File: config.mk
export PLATFORM = sky130hd
export DESIGN_NAME = fifo_out
export DESIGN_NICKNAME = d
export VERILOG_FILES = /design/src/rtl/aes_fifo_pkg.sv /design/src/rtl/fifo_out.sv
export SDC_FILE = /design/constraint.sdc
export NUM_CORES = 1
export LEC_CHECK = 0
export CORE_ASPECT_RATIO = 1.5
export CORE_MARGIN = 1.5
export CORE_UTILIZATION = 50
export DETAILED_ROUTE_END_ITERATION = 10
export GPL_TIMING_DRIVEN = 0
export HOLD_SLACK_MARGIN = 0.03
export PLACE_DENSITY = 0.86
export RECOVER_POWER = 100
export SLEW_MARGIN = 20
export SYNTH_ARGS = -nofsm -noshare
export SYNTH_HDL_FRONTEND = slang
export SYNTH_SLANG_ARGS = --single-unit
File: constraint.sdc
create_clock -name clk -period 9.4 [get_ports clk]
set_input_delay 1.88 -clock clk [delete_from_list [all_inputs] [get_ports clk]]
set_output_delay 1.88 -clock clk [all_outputs]
set_load 0.1 [all_outputs]
File: src/rtl/aes_fifo_pkg.sv
// Shared widths and types for the AES block FIFOs (32-bit host words, 128-bit blocks).
package aes_fifo_pkg;

  localparam int WORD_W          = 32;
  localparam int BLOCK_W         = 128;
  localparam int WORDS_PER_BLOCK = BLOCK_W / WORD_W;

  typedef logic [WORD_W-1:0]  word_t;
  typedef logic [BLOCK_W-1:0] block_t;

  // Word 0 is the most-significant word, matching the receive-side assembly order.
  function automatic word_t word_of(input block_t blk, input logic [1:0] idx);
    word_t w;
    case (idx)
      2'd0:    w = blk[127:96];
      2'd1:    w = blk[95:64];
      2'd2:    w = blk[63:32];
      default: w = blk[31:0];
    endcase
    return w;
  endfunction

endpackage

File: src/rtl/fifo_out.sv
// Transmit FIFO: stores whole 128-bit AES result blocks and serves them as
// 32-bit words, most-significant word first, with first-word-fall-through.
module fifo_out
  import aes_fifo_pkg::*;
#(
  parameter int DEPTH = 2,
  localparam int PTR_W = $clog2(DEPTH)
) (
  input  logic               clk,
  input  logic               n_rst,
  input  logic               write_en,
  input  logic [BLOCK_W-1:0] data_in,
  input  logic               read_en,
  output logic [WORD_W-1:0]  data_out,
  output logic               fifo_empty,
  output logic               fifo_full,
  output logic               overflow,
  output logic               underflow
);

  localparam int CNT_W = PTR_W + 1;
  localparam logic [CNT_W-1:0] FULL_CNT = CNT_W'(DEPTH);

  block_t           mem [DEPTH];
  logic [PTR_W-1:0] wr_ptr;
  logic [PTR_W-1:0] rd_ptr;
  logic [1:0]       word_sel;
  logic [CNT_W-1:0] count;

  logic wr_ok;
  logic rd_ok;
  logic rd_done;

  assign fifo_empty = (count == '0);
  assign fifo_full  = (count == FULL_CNT);

  // Handshake: write_en is a push request accepted only when !fifo_full before
  // the edge; read_en pops the head word only when !fifo_empty. Refused requests
  // are dropped and flagged for one cycle on overflow/underflow.
  assign wr_ok   = write_en && !fifo_full;
  assign rd_ok   = read_en && !fifo_empty;
  assign rd_done = rd_ok && (word_sel == 2'd3);

  always_comb begin
    data_out = '0;
    if (!fifo_empty) data_out = word_of(mem[rd_ptr], word_sel);
  end

  always_ff @(posedge clk) begin
    if (wr_ok) mem[wr_ptr] <= data_in;
  end

  always_ff @(posedge clk or negedge n_rst) begin
    if (!n_rst) begin
      wr_ptr    <= '0;
      rd_ptr    <= '0;
      word_sel  <= '0;
      count     <= '0;
      overflow  <= 1'b0;
      underflow <= 1'b0;
    end else begin
      overflow  <= write_en && fifo_full;
      underflow <= read_en && fifo_empty;

      if (wr_ok) wr_ptr <= wr_ptr + PTR_W'(1);

      if (rd_ok) word_sel <= word_sel + 2'd1;
      if (rd_done) rd_ptr <= rd_ptr + PTR_W'(1);

      // Count tracks blocks including a partially read head, so it only drops
      // when the last word of the head leaves.
      if (wr_ok && !rd_done)      count <= count + CNT_W'(1);
      else if (!wr_ok && rd_done) count <= count - CNT_W'(1);
    end
  end

endmodule
* Yosys cells after proc, flatten, opt, wreduce, memory -nomap -nowiden
Memories as Yosys holds them, arrays and structs flattened.
Index checks and enable logic that the tools add are counted.
** Cells by class
- Muxes and demuxes :: 6
- Add/subtract/negate cells :: 5
- Eq/ne operators :: 4
- Reductions and logical operators :: 14
** Operators by type and width (number)
- case mux 32 bit (3 select lines) :: 1
- 2-to-1 mux 32 bit :: 1
- logical AND 1 bit :: 7
- == test 2 bit (second input constant) :: 3
- adder 2 x 1 -> 2 bit (second input constant) :: 2
- zero test 1 bit :: 4
- zero test 2 bit :: 2
- 2-to-1 mux 2 bit :: 2
- adder 1 bit (second input constant) :: 2
- == test 2 x 1 -> 1 bit (second input constant) :: 1
- 2-to-1 mux 1 bit :: 2
- nonzero test 2 bit :: 1
- subtractor 2 x 1 -> 2 bit (second input constant) :: 1
** Storage, ports and cells
- Bits in registers :: 8
- Input bits :: 132
- Word-level logic and storage cells :: 36
- Memories :: 1
- RAM bits :: 256
- Output and inout port bits :: 36
** Memory list
- mem :: words 2, bits a word 128, rd ports 1, clocked after memory_dff 0, wr ports 1, RTL line fifo_out.sv:24 : block_t mem [DEPTH];

* Logic depth before layout (Yosys ltp)
- Depth after elaboration :: 7
- Gate-level depth with buffers :: 7

* Worst setup path before layout
Ideal clock, no wire load.
- Path type :: in2reg
- From :: input port write_en
- To :: memory mem[0][0] (netlist name), enable pin
- Data required time :: 8.784 ns
- Data arrival time :: 7.287 ns
- Buffers on the path :: 0
- Stages :: 2
- Setup time :: 0.616 ns
- Path slack :: 1.496 ns
- Path through :: nand2_1 -> nor2_1
** Between the ends
- Cells in the longest elaborated chain, start to end :: 3
** Ends and longest elaborated chain
- start, declared :: RTL line fifo_out.sv:11 : input logic write_en,
- logical AND 1 bit :: RTL line fifo_out.sv:40 : assign wr_ok = write_en && !fifo_full;
- 2-to-1 mux 1 bit :: RTL line fifo_out.sv:50 : if (wr_ok) mem[wr_ptr] <= data_in;
- 2-to-1 mux 1 bit (implied by the code) :: RTL line fifo_out.sv:50
- end, declared :: RTL line fifo_out.sv:24
No other way between the ends.

* Final worst setup path
- From :: input port write_en
- To :: memory mem[0][16] (netlist name), enable pin
The elaborated chain is that of the path after synthesis.

==> results.toml <==
[run_status]
status = "complete, but fails checks"
violations = "capacitance limit, slew limit"

[critical_path]
reg2reg_slack_ps = 4090
critPathLaunchType = "primary input"
r2r-start = "count[0]"
crit_type = "in -> reg"
arrival_ps = 6900
crit_fanout = 25
r2r_end = "mem[0][16]"
worstPathRequired_ps = 9600
r2r_cells = 7
cp-end-kind = "flip-flop"

[clocking]
hold_buffers = 0
cts_tree = "yes"
cts_resized = 0
clock_sinks = 264
clock_latency_ps = 500
clk_path_buf_depth = 3
path_clk_slew_ps = 70
root_buffer = "clkbuf_16"
h-tree-depth = 1
postCtsSetupBuffers = 0
cts-buffers-inserted = 23

[timing]
hold_viol = 0
setup_viol_count_final = 0
tightest_slew_ps = 3070
finalCriticalPeriod_ps = 6700
rsz0062_at_grt = "false"
drv_slew = 108
final.setup_skew_ps = 7.99
maxSlewHeadroom = -1.05
max_freq_ghz = 0.149
fin_crit_sh = 0.712
finalSetupTns_ps = 0

[detailed_routing]
drc = 0
vias = 6216
ant_nets = 0
viasPerCell = 5.82
wire_per_inst_um = 22.9
dr.first_iter.drc_count = 484
routed_wl_mm = 24.5
dr.pass1.iters = 5

[grt]
grt_max_degree = 55
antenna_found_initial = 3
grt_overflow = 0
grt_pass1_vias = 6498
grt_usage = 0.226
grt_first_pass_wirelength_mm = 35.9

[synth]
synthCells = 590
synth_largest_area_cell = "edfxtp_1"
yosys_warnings = 0
netlist_area_um2 = 10000
seq_area_frac_synth = 0.785
synth.top_cells.by_area = "edfxtp_1 (76%), a22oi_1 (4.8%), mux2i_1 (3.2%)"
synth_top_area_frac = 0.765
ys_ff_latch = 264
netlist-cell-type-count = 24
syn-num-nets = 728
avgSynthCellArea_um2 = 17.0

[placed_design]
portBuffers = 167
placed_cell_area_um2 = 12300
dp_hpwl_mm = 16.0
gp_congestion = 0.772

[floorplan]
row_count = 63
start_util = 0.510
die_w_um = 119
die_y_um = 177
boundaryPins = 168
die_area_um2 = 21000
core_area_um2 = 19700

[layout]
fin_area_um2 = 12800
nets = 928
final_common_cell = "edfxtp_1"
syn_to_final_growth_pct = 27.5
drive_gt1_frac = 0.0806
nFillCells = 1407
final_cell_mix = "edfxtp_1 (256), dlygate4sd3_1 (167), nand2_1 (66)"

[worst_hold_path]
min-delay-start = "count[1]"
hold_end = "count[1]"
hp-class = "reg -> reg"
hold_depth = 1

[flow_run]
drv_cap = 3
-- synth_stat cells --
cell and n:
edfxtp_1 256, nand2_1 66, a22oi_1 64, and3_1 33, nand3_1 33, a32oi_1 32
mux2i_1 32, buf_2 20, buf_6 8, dfrtp_1 8, clkbuf_1 6, ha_1 6
inv_1 5, xnor2_1 4, buf_1 3, buf_4 3, and2_1 2, nor2_1 2
xor2_1 2, mux2_1 1, nand2b_1 1, nor2_4 1, nor2b_4 1, or2_1 1
-- metrics by stage --
step                worst slack [ps]  hold slack [ps]  utilization  cells
floorplan                       1500              456            -    590
global placement               -1460              472        0.611   1017
detailed placement              4580              487        0.622   1025
CTS                             4030              499        0.658   1066
global route                    2400              519        0.650   1068
finish                          2700              500        0.650   1068
-- area by class of cell --
| type | instances | area, um^2 | share of cell area |
|---|---|---|---|
| flip-flops and latches | 264 | 7890 | 0.616 |
| multi-input cells | 281 | 1900 | 0.148 |
| repair buffers | 175 | 1730 | 0.135 |
| clock buffers | 26 | 587 | 0.0458 |
| well taps | 260 | 325 | 0.0254 |
| plain buffers | 40 | 246 | 0.0192 |
| clock inverters | 15 | 120 | 0.00937 |
| inverters | 5 | 18.8 | 0.00146 |
| diodes | 2 | 5.00 | 0.000391 |
-- per-layer routing --
layer | GRT usage | wire [um] | vias to the layer above
met4 | 0.0853 | 770 | 2
met1 | 0.265 | 8660 | 3076
met5 | 0 | 13 | -
met3 | 0.0361 | 1820 | 55
met2 | 0.419 | 13200 | 339
li1 | - | - | 2744
-- worst max-delay path, stage by stage --
cell and delay (ps):
dlygate4sd3_1 560, nand2_1 110, nor2_1 930, clkbuf_1 1160, clkbuf_1 1080, clkbuf_1 910, buf_16 240
-- worst max path at each step --
stage | start | endpoint | slack, ps | depth (start not counted)
after floorplan | write_en | mem[0][0] | 1500 | 2
after global placement | write_en | mem[0][13] | -1460 | 3
after detailed placement | word_sel[1] | data_out[20] | 4580 | 8
after CTS | word_sel[1] | data_out[12] | 4030 | 8
after global routing | write_en | mem[0][16] | 2400 | 7
final | write_en | mem[0][16] | 2700 | 7
-- sequential cells by signal, summed over array words and instances, names as in the netlist --
signal and count:
count 2, mem 256, overflow 1, rd_ptr 1, underflow 1, word_sel 2
wr_ptr 1
-- kinds of logic (layout without fill, tap and decap cells) --
logic type,count (synthesis),count (layout),share of synthesized area
DFF,264,264,0.785
xor gates and xnor gates,6,6,0.00523
AOI/OAI and AO/OA,96,96,0.0757
muxes,33,33,0.0330
and+or+nand+nor,140,140,0.0674
other,0,2,0
buffers and inverters,45,261,0.0264
adders and majority gates,6,6,0.00747
Power is not shown: default switching activity piles up to over one toggle a cycle in this logic, so the estimate is an artifact.
==> variant (same flow settings) <==
Change the parameter `DEPTH` from 2 to 4.
--- a/src/rtl/fifo_out.sv
+++ b/src/rtl/fifo_out.sv
@@ -4,5 +4,5 @@
   import aes_fifo_pkg::*;
 #(
-  parameter int DEPTH = 2,
+  parameter int DEPTH = 4,
   localparam int PTR_W = $clog2(DEPTH)
 ) (
Behaviour: not the same (Yosys sat finds a counterexample within 4 cycles, from zero or initial values and one cycle with n_rst low).
==> variant against the unedited design <==
The run still ends with max-capacitance violations, max-slew violations left. Routed wire length grew 94%. Critical path depth shrank 1. Sequential cell count grew 259. Synthesized cell count grew 89%. Worst hold slack gained 9.3 ps. Global-route usage shrank 0.21 points. Area after synthesis grew 100%. Setup slack lost 580 ps. Non-clock buffer count grew 31. Final area grew 90%. Core utilization shrank 4.5 points. Via count grew 79%.
==> variant: results (changes against the unedited design) <==
global-route wire length before repair: 69030 microns (was 35900 microns)
Hold Path Origin: count[2] (was count[1])
sequential element share of the synthesized area: 76.54% (was 78.49%)
commonest cells in the netlist: edfxtp_1 (512), mux2i_1 (154), o21ai_0 (66), a21oi_1 (63), nor2_1 (62) (was edfxtp_1 (256), nand2_1 (66), a22oi_1 (64), and3_1 (33), nand3_1 (33))
1st-iter DRT viols: 903 (was 484)
Worst Hold End: count[2] (was count[1])
nets@finish: 1484 (was 928)
Vias: 11155 (was 6216)
WL/cell: 25.13 microns (was 22.93 microns)
Num CTS Buffers: 44 (was 23)
worst r2r src: count[2] (was count[0])
FF-to-FF setup slack: 3410 ps (was 4090 ps)
antenna violations before repair: 15 (was 3)
H-tree lvl count: 2 (was 1)
number of enable flip-flop cells after synthesis: 512 (was 256)
drt total wl: 47470 microns (was 24490 microns)
latest clock arrival within the worst-skew pair: 550 ps (was 500 ps)
max-slew violation count: 268 (was 108)
global router's overall resource usage: 22.44% (was 22.65%)
failing checks: max-capacitance violations, max-slew violations (unchanged)
status: finished with violations (unchanged)
routability cong.: 0.8191 (was 0.7722)
CP arrival: 7390 ps (was 6900 ps)
max_cap viols: 8 (was 3)
vias in the first global route: 11678 (was 6498)
cell count after placement: 1801 (was 1025)
Post-Syn Instances: 1116 (was 590)
reg-to-reg endpoint: mem[3][16] (was mem[0][16])
largest cells by area after synthesis: edfxtp_1 (75%), mux2i_1 (7.5%), mux4_2 (3.7%), a2111oi_2 (2.1%), o21ai_0 (1.6%) (was edfxtp_1 (76%), a22oi_1 (4.8%), mux2i_1 (3.2%), a32oi_1 (2.8%), nand2_1 (2.5%))
clock skew: 15.79 ps (was 7.993 ps)
variant: worst max-delay path, cell delays in order:
cell	delay, ps
dlygate4sd3_1	540
nor2b_1	150
clkbuf_1	310
and2_0	760
clkbuf_1	1930
clkbuf_1	1740
variant: how the worst max path moves through the flow:
stage / startpoint / to / slack (ps) / cells past startpoint
6_report: write_en / mem[3][16] / 2130 / 6
4_1_cts: word_sel[0] / data_out[31] / 3460 / 8
3_3_place_gp: write_en / mem[2][17] / 920 / 4
3_5_place_dp: word_sel[0] / data_out[31] / 4050 / 8
2_1_floorplan: write_en / mem[0][0] / 3690 / 3
5_1_grt: write_en / mem[3][15] / 1830 / 6
variant: per-stage QoR:
stage / utilization (%) / instance area (sq um) / setup slack, ps / total power, W
after detailed placement: 57.15 / 23040 / 4047 / 0.007288
after CTS: 60.76 / 24490 / 3457 / 0.009121
after floorplan: - / 20450 / 3686 / 0.006105
after global placement: 56.43 / 22750 / 921.8 / 0.007228
after global routing: 60.52 / 24400 / 1828 / 0.009292
final: 60.54 / 24400 / 2126 / 0.008990
variant: logic make-up after synthesis:
family | count (synthesis) | synth area share, %
multiplexers | 190 | 11.39
AND/OR/NAND/NOR | 117 | 2.570
XOR/XNOR | 7 | 0.2999
buffers and inverters | 74 | 2.038
flip-flops | 523 | 76.54
AO/OA/AOI/OAI | 194 | 6.444
adder cells (fa/ha/maj) | 11 | 0.7099
variant: routing by layer:
layer  GRT usage [%]  part of all wire, %
met5               0                0.097
met4           10.48                  4.4
met3           3.460                  5.7
met2           42.00                   54
met1           24.85                   35
variant: cell type report:
cell class	count	area, sq um
multi-input combinational	519	4379
clock inverter	24	285.3
fill	2794	15910
timing repair buffer	179	1846
inverter	7	26.28
sequential	523	15650
antenna	10	25.02
buffer	67	390.4
tap	506	633.1
clock buffer	54	1170
variant: power breakdown:
part	switching [W]	leakage (nW)	internal [W]	total, W
registers	0.000119	4.82	0.00309	0.00321
logic	0.00284	2.78	0.00110	0.00394
clock network	0.000770	0.709	0.00107	0.00184
total	0.00373	8.31	0.00526	0.00899
